<file path="config.mk">
export PLATFORM = sky130hd
export DESIGN_NAME = hdbn_encoder
export DESIGN_NICKNAME = d
export VERILOG_FILES = /design/src/rtl/hdbn_encoder.sv
export SDC_FILE = /design/constraint.sdc
export NUM_CORES = 1
export LEC_CHECK = 0
export CORE_AREA = 8 8 64 66
export DETAILED_ROUTE_END_ITERATION = 8
export DIE_AREA = 0 0 72 74
export PLACE_DENSITY = 0.59
export SYNTH_ARGS = -nofsm -noshare
export SYNTH_HDL_FRONTEND = slang
export SYNTH_SLANG_ARGS = --single-unit
</file>
<file path="constraint.sdc">
create_clock -name clk -period 2 [get_ports clk]
set_input_delay 0.4 -clock clk [delete_from_list [all_inputs] [get_ports clk]]
set_output_delay 0.4 -clock clk [all_outputs]
set_load 0.01 [all_outputs]
</file>
<file path="src/rtl/hdbn_encoder.sv">
// HDBn / AMI line encoder: NRZ bits are tagged through a ZERO_RUN-deep delay
// line so a B pulse can be retro-fitted ahead of a V, then given polarity on exit.
module hdbn_encoder #(
   parameter int ZERO_RUN = 4,
   parameter int MODE     = 0
) (
   input  logic       clk,
   input  logic       reset,
   input  logic       din_valid,
   input  logic       din,
   output logic       dout_valid,
   output logic [1:0] dout,
   output logic       dout_v,
   output logic       dout_b
);

   if (ZERO_RUN < 2 || ZERO_RUN > 8) begin : g_bad_zero_run
      $error("hdbn_encoder: ZERO_RUN must be within 2..8");
   end
   if (MODE < 0 || MODE > 1) begin : g_bad_mode
      $error("hdbn_encoder: MODE must be 0 or 1");
   end

   typedef enum logic [1:0] {
      SYM_ZERO = 2'd0,
      SYM_MARK = 2'd1,
      SYM_B    = 2'd2,
      SYM_V    = 2'd3
   } sym_t;

   localparam logic [3:0] RUN_LEN = ZERO_RUN[3:0];

   sym_t                tag_q [ZERO_RUN];
   logic [ZERO_RUN-1:0] vld_q;
   logic [3:0]          cnt_q, cnt_d;
   logic                par_q, par_d;
   logic                last_neg_q, last_neg_d;
   sym_t                in_tag;
   sym_t                oldest;
   logic                sub_b;
   logic                out_pulse;
   logic                out_neg;

   always_comb begin
      in_tag = din ? SYM_MARK : SYM_ZERO;
      cnt_d  = cnt_q;
      par_d  = par_q;
      sub_b  = 1'b0;
      if (MODE == 0) begin
         if (din) begin
            cnt_d = '0;
            par_d = ~par_q;
         end else if (cnt_q + 4'd1 == RUN_LEN) begin
            in_tag = SYM_V;
            cnt_d  = '0;
            par_d  = 1'b0;
            sub_b  = ~par_q;
         end else begin
            cnt_d = cnt_q + 4'd1;
         end
      end
   end

   // V repeats the last polarity; MARK and B alternate it.
   always_comb begin
      oldest     = tag_q[ZERO_RUN-1];
      out_pulse  = (oldest != SYM_ZERO);
      out_neg    = (oldest == SYM_V) ? last_neg_q : ~last_neg_q;
      last_neg_d = out_pulse ? out_neg : last_neg_q;
   end

   always_ff @(posedge clk) begin
      if (reset) begin
         for (int unsigned i = 0; i < ZERO_RUN; i++) begin
            tag_q[i] <= SYM_ZERO;
         end
         vld_q      <= '0;
         cnt_q      <= '0;
         par_q      <= 1'b0;
         last_neg_q <= 1'b1;
         dout_valid <= 1'b0;
         dout       <= 2'b00;
         dout_v     <= 1'b0;
         dout_b     <= 1'b0;
      end else if (din_valid) begin
         tag_q[0] <= in_tag;
         for (int unsigned i = 1; i < ZERO_RUN; i++) begin
            tag_q[i] <= tag_q[i-1];
         end
         // The first zero of the run sits one slot short of the exit when V enters.
         if (sub_b) begin
            tag_q[ZERO_RUN-1] <= SYM_B;
         end
         vld_q      <= {vld_q[ZERO_RUN-2:0], 1'b1};
         cnt_q      <= cnt_d;
         par_q      <= par_d;
         last_neg_q <= last_neg_d;
         dout_valid <= vld_q[ZERO_RUN-1];
         dout       <= out_pulse ? (out_neg ? 2'b11 : 2'b01) : 2'b00;
         dout_v     <= (oldest == SYM_V);
         dout_b     <= (oldest == SYM_B);
      end else begin
         dout_valid <= 1'b0;
         dout       <= 2'b00;
         dout_v     <= 1'b0;
         dout_b     <= 1'b0;
      end
   end

endmodule
</file>
==> results.txt, run 1 <==
Comb pwr share = 9.1%
Post-synthesis cell count = 97
Overall Global Routing Usage = 7.365%
Core Box Area = 3179 um^2
CP endpoint kind = flop
Setup violators final = 0
Clock Tree Buf Depth = 2
Final Max Slew Viols = 0
CTS Root Cell = clkbuf_4
Max cap viols = 0
Largest net degree at the start of global routing = 14
Routed length per instance = 11.42 um
Crit path DAT = 1.76 ns
Psw = 192.2 uW
Clk Latency, worst-skew pair = 0.31 ns
Pleak = 0.0004705 uW
Main area contributors after synthesis = dfxtp_1, edfxtp_1, nor2_1
Post-CTS setup buffers = 0
Switch share = 23.84%
Final WL = 1782 um
Post-synth top area cell = dfxtp_1
Period utilization = 84.02%
Overflow after GRT = 0
Initial antenna violation count = 0
Type of the worst min-delay path = flop to flop
# nets final = 117
Vias post-DR = 723
CP Launch Type = flop
TritonCTS clock tree = done
Post-CTS Resized = 0
Setup Total Neg Slack = 0 ns
Port bufs = 8
Crit Path Class = flop to flop
Status = completed
Slew HR = 78.61%
Avg Vias per Cell = 4.635
TritonCTS buffer count = 3
H-Tree Depth = 1
Unique masters post-synth = 34
Ys Warns = 0
Critical Path RT = 2.08 ns
Syn-to-layout area delta = 18.60%
Sequential element share of the synthesized area = 53.93%
Max Freq = 0.5951 GHz
Initial core utilization = 31.52%
Share of the synthesized area in the top cell type = 29.96%
Least-Margin Pin Slew = 0.3209 ns
Antenna Nets Post-Route = 0
Seq cells post-synth = 23
Pre-antenna DRT Iters = 4
Share of cells above drive strength 1 = 14.55%
Routability cong. = 0.8214
Global-route wire length before repair = 3056 um
Clock sinks = 23
Maximum VDD drop = 0.0002389 V
Pwr dens = 678.2 nW/um^2
Die span in x = 72 um
Share of power burned in registers = 63.9%
Clk pwr share = 27.0%
Critical Path Fanout Max = 6
DRC = 0
# diodes = 0
Avg Cell Area, Syn = 10.33 um^2
Final Skew = 0.005313 ns
FP Rows = 21
Synthesized area = 1002 um^2
Final worst path period need = 1.680 ns
Fin Hold WS = 0.4873 ns
Unrepaired setup endpoints after global routing = false
Die area = 5328 um^2
Post-layout util = 37.39%
1st-iter DRT viols = 29
Fill count = 315
Clk pin slew, worst setup/hold paths = 0.13 ns
Syn nets = 103
Die height = 74 um
Vias in the first global route = 702
Final HPWL DP = 1301 um
Post-Place Worst Slack = 0.1843 ns
I/O pin count = 9
Final worst-path setup slack = 0.3196 ns
P_int = 613.9 uW
Hold Fails Final Rpt = 0
Post-cts hold buffer count = 0
path summary, 6_finish.rpt:
check	slack, ns	from	endpoint	depth (start not counted)
worst min-delay path	0.49	vld_q[3]$_SDFFE_PP0P_	dout_valid$_SDFF_PN0_	1
worst max-delay path	0.32	cnt_q[0]$_SDFFE_PP0P_	tag_q[0][6]$_SDFFCE_PP0P_	4
worst min register to register	0.49	vld_q[3]$_SDFFE_PP0P_	dout_valid$_SDFF_PN0_	1
worst max register to register	0.32	cnt_q[0]$_SDFFE_PP0P_	tag_q[0][6]$_SDFFCE_PP0P_	4
synth_stat cells:
| cell | n |
|---|---|
| inv_2 | 1 |
| clkbuf_1 | 3 |
| and3_1 | 3 |
| nand2_1 | 6 |
| and2b_1 | 1 |
| nand3b_1 | 2 |
| a21oi_1 | 6 |
| nand3_1 | 3 |
| and4bb_1 | 1 |
| o22ai_1 | 2 |
| o21ai_1 | 1 |
| mux2i_1 | 3 |
| nand2b_1 | 2 |
| and2b_2 | 1 |
| a211oi_1 | 1 |
| a311oi_2 | 1 |
| and4b_1 | 1 |
| nand3_2 | 1 |
| o2bb2ai_2 | 1 |
| o21ai_0 | 3 |
| nor4b_1 | 1 |
| dfxtp_1 | 15 |
| o21a_1 | 1 |
| ha_1 | 2 |
| inv_1 | 3 |
| buf_2 | 1 |
| or4b_1 | 1 |
| xor2_1 | 1 |
| nor2_1 | 11 |
| edfxtp_1 | 8 |
| nor2b_1 | 2 |
| a32o_1 | 1 |
| or2_2 | 2 |
| and2_1 | 5 |
worst max-delay path: stages, from the launching register on:
cell     delay, ns
dfxtp_1       0.43
ha_1          0.27
or4b_1        0.46
o22ai_1       0.22
nor2_1        0.07
sequential cells by signal (all words and copies together) (netlist names):
register and cells:
cnt_q 4, vld_q 4, dout_b 1, dout 2, dout_v 1, tag_q 8
par_q 1, last_neg_q 1, dout_valid 1
placed cells by master, fill, tap and decap left out, drive strengths merged, types with 3 or more instances in the layout:
cell	n
a21oi	6
and2	5
and3	3
buf	5
clkbuf	3
clkdlybuf4s50	8
dfxtp	15
edfxtp	8
inv	4
mux2i	3
nand2	6
nand3	4
nor2	11
o21ai	4
cell families (layout without fill, tap and decap cells):
| family | after synthesis | count (layout) | synth area share [%] |
|---|---|---|---|
| xor gates and xnor gates | 1 | 1 | 0.8741 |
| DFF | 23 | 23 | 53.93 |
| muxes | 3 | 3 | 2.996 |
| adders and majority gates | 2 | 2 | 2.496 |
| and+or+nand+nor | 43 | 43 | 24.84 |
| AOI/OAI and AO/OA | 17 | 17 | 11.73 |
| buffers and inverters | 8 | 21 | 3.120 |
power groups by stage:
stage | clock (uW) | combinational, uW | sequential, uW
after floorplan | 0 | 44.9 | 524
after global placement | 0 | 72.0 | 525
after detailed placement | 0 | 73.8 | 526
after CTS | 225 | 74.1 | 515
after global routing | 240 | 81.8 | 518
final | 218 | 73.1 | 515
stage by stage:
| step | instances | power (uW) | area (um^2) |
|---|---|---|---|
| final | 156 | 806.1 | 1189 |
| after global routing | 156 | 840.4 | 1189 |
| after CTS | 156 | 814.9 | 1189 |
| after detailed placement | 152 | 599.8 | 1161 |
| after global placement | 152 | 597.3 | 1161 |
| after floorplan | 97 | 569.1 | 1002 |
layer usage:
metal  wire length [um]  vias up  GRT usage (%)
met5                  0        -              0
met4                 36        0          6.122
met3                 60        2          1.078
met2                867       15          12.04
met1                818      341          8.419
li1                   -      365              -
layout make-up:
type	instances	area, um^2	area share [%]
inverters	4	15.01	1.263
clock inverters	1	5.005	0.4211
flip-flops and latches	23	540.5	45.47
well taps	46	57.56	4.842
multi-input cells	66	430.4	36.21
clock buffers	3	22.52	1.895
repair buffers	13	117.6	9.895
Note: power is estimated with default switching activity, not from simulation.
==> inputs of run 2 (changes only) <==
==> constraint.sdc (replaced) <==
create_clock -name clk -period 1.7 [get_ports clk]
set_input_delay 0.34 -clock clk [delete_from_list [all_inputs] [get_ports clk]]
set_output_delay 0.34 -clock clk [all_outputs]
set_load 0.01 [all_outputs]
==> run 2 against run 1 <==
Critical path depth rose by 1. Clock power rose by 15%. First-iteration DRC count fell by 41%. Via count fell by 1.4%. Sequential cell count did not move. Wire length fell by 0.62%. Highest routed layer unchanged. Final cell count rose by 0.64%. Sequential power rose by 18%. Power rose by 17%. Count of clock-buffer cells in the layout did not move.
==> results.txt, run 2 (same netlist as run 1, synthesis figures left out) <==
Commonest non-fill, non-tap cells in the layout = dfxtp_1, nor2_1, clkdlybuf4s50_1, edfxtp_1
CP Launch Type = flop
Critical Path Fanout Max = 6 (unchanged)
1st-iter DRT viols = 17 (-41%)
Unrepaired setup endpoints after global routing = false
CP endpoint kind = flop
Hold Fails Final Rpt = 0 (unchanged)
Final worst-path setup slack = 0.1425 ns (-0.1772 ns)
Critical Path RT = 1.95 ns (-0.13 ns)
Final HPWL DP = 1268 um (-2.5%)
Max Freq = 0.6420 GHz (+7.9%)
Share of cells above drive strength 1 = 17.12% (+2.6 points)
Clock sinks = 23 (unchanged)
Largest net degree at the start of global routing = 14 (unchanged)
Antenna Nets Post-Route = 0 (unchanged)
Max cap viols = 0 (unchanged)
# diodes = 0 (unchanged)
Die area = 5328 um^2 (unchanged)
Pwr dens = 787.8 nW/um^2 (+16%)
CP max-delay cell = dfxtp_2
Initial antenna violation count = 0 (unchanged)
Avg Vias per Cell = 4.541 (-2.0%)
TritonCTS clock tree = done
Initial core utilization = 31.52% (unchanged)
I/O pin count = 9 (unchanged)
# nets final = 118 (+0.85%)
Final Skew = 0.002688 ns (-0.002625 ns)
Final Max Slew Viols = 0 (unchanged)
Status = completed
Slew HR = 78.52% (-0.090 points)
Setup violators final = 0 (unchanged)
Vias post-DR = 713 (-1.4%)
CTS Root Cell = clkbuf_4
Critical path cell sequence = ha_1 -> and2b_1 -> a311oi_2 -> nand3_2 -> o2bb2ai_2
Die height = 74 um (unchanged)
FP Rows = 21 (unchanged)
TritonCTS buffer count = 3 (unchanged)
Vias in the first global route = 675 (-3.8%)
Crit Path Class = flop to flop
Syn-to-layout area delta = 19.60%
Crit path DAT = 1.81 ns (+0.05 ns)
Port bufs = 8 (unchanged)
Clk Latency, worst-skew pair = 0.31 ns (about the same)
Final cell count without fillers = 157 (+0.64%)
H-Tree Depth = 1 (unchanged)
Placed cells = 153 (+0.66%)
Pre-antenna DRT Iters = 4 (unchanged)
Global-route wire length before repair = 2953 um (-3.4%)
Pleak = 0.0004762 uW (+1.2%)
Final WL = 1771 um (-0.62%)
Clk pin slew, worst setup/hold paths = 0.12 ns (about the same)
Least-Margin Pin Slew = 0.3223 ns (+0.001351 ns)
Largest register FFs = 8 (unchanged)
Die span in x = 72 um (unchanged)
Post-CTS setup buffers = 0 (unchanged)
Maximum VDD drop = 0.0003434 V (+44%)
Period utilization = 91.62% (+7.6 points)
Setup Total Neg Slack = 0 ns (unchanged)
Largest register by flop count = tag_q
Type of the worst min-delay path = flop to flop
Clock Tree Buf Depth = 2 (unchanged)
Post-cts hold buffer count = 0 (unchanged)
Routability cong. = 0.8147 (-0.82%)
Core Box Area = 3179 um^2 (unchanged)
Fin Hold WS = 0.4753 ns (-0.01200 ns)
Overflow after GRT = 0 (unchanged)
DRC = 0 (unchanged)
Overall Global Routing Usage = 7.108% (-0.26 points)
Top Registers = tag_q (8), cnt_q (4), vld_q (4)
Routed length per instance = 11.28 um (-1.3%)
Commonest non-fill, non-tap cell in the layout = dfxtp_1
Worst stage delay on the critical path = 0.39 ns (-0.07 ns)
Post-Place Worst Slack = -0.04512 ns (-0.2294 ns)
Final worst path period need = 1.558 ns (-0.1228 ns)
-- run 2: cell count changes in the layout (fill, tap and decap cells not counted) --
cell / before / now
dfxtp_2: 0 / 2
dfxtp_1: 15 / 13
buf_4: 5 / 6
-- run 2: power breakdown --
group          switching, uW  internal (uW)  leakage (uW)  total, uW
clock network            162           87.8     0.0000177        250
registers               13.5            593      0.000212        607
logic                   45.0           43.0      0.000247       87.9
total                    220            724      0.000476        944
-- run 2: worst paths after layout --
| kind | to | from | slack [ns] | cells past startpoint |
|---|---|---|---|---|
| min | dout_valid$_SDFF_PN0_ | vld_q[3]$_SDFFE_PP0P_ | 0.48 | 1 |
| max reg2reg | par_q$_SDFFE_PP0P_ | cnt_q[0]$_SDFFE_PP0P_ | 0.14 | 5 |
| min reg2reg | dout_valid$_SDFF_PN0_ | vld_q[3]$_SDFFE_PP0P_ | 0.48 | 1 |
| max | par_q$_SDFFE_PP0P_ | cnt_q[0]$_SDFFE_PP0P_ | 0.14 | 5 |
-- run 2: final cells by class --
cell class                 instances  area, um^2
sequential                        23       543.0
tap                               46       57.56
inverter                           4       15.01
multi-input combinational         66       430.4
clock inverter                     1       5.005
clock buffer                       3       22.52
timing repair buffer              14       125.1
fill                             346        1981
-- run 2: repair_timing --
action / 4_1_cts / 5_1_grt
endpoints found under the hold margin: 0 / 0
setup endpoints to repair: 0 / 5
gates resized for setup: 0 / 2
-- run 2: metrics by stage --
stage | util [%] | total power, uW | instance area [um^2]
6_report | 37.70 | 944.3 | 1199
5_1_grt | 37.70 | 992.2 | 1199
4_1_cts | 37.62 | 963.3 | 1196
3_5_place_dp | 36.76 | 707.0 | 1169
3_3_place_gp | 36.76 | 704.9 | 1169
2_1_floorplan | - | 669.5 | 1002
-- run 2: worst max-delay path: cells and delay by family (launching register included) --
family	cells	cell delay [ns]
AO/OA/AOI/OAI	2	0.53
flip-flops	1	0.39
adder cells (fa/ha/maj)	1	0.19
AND/OR/NAND/NOR	2	0.40
-- run 2: layer usage --
layer	global-route usage (%)	vias up	routed length, um	part of all wire [%]
met5	0	-	0	0
met4	4.762	0	30	1.7
met3	1.213	2	40	2.3
met2	11.94	7	847	48
met1	8.175	338	853	48
li1	-	366	-	-
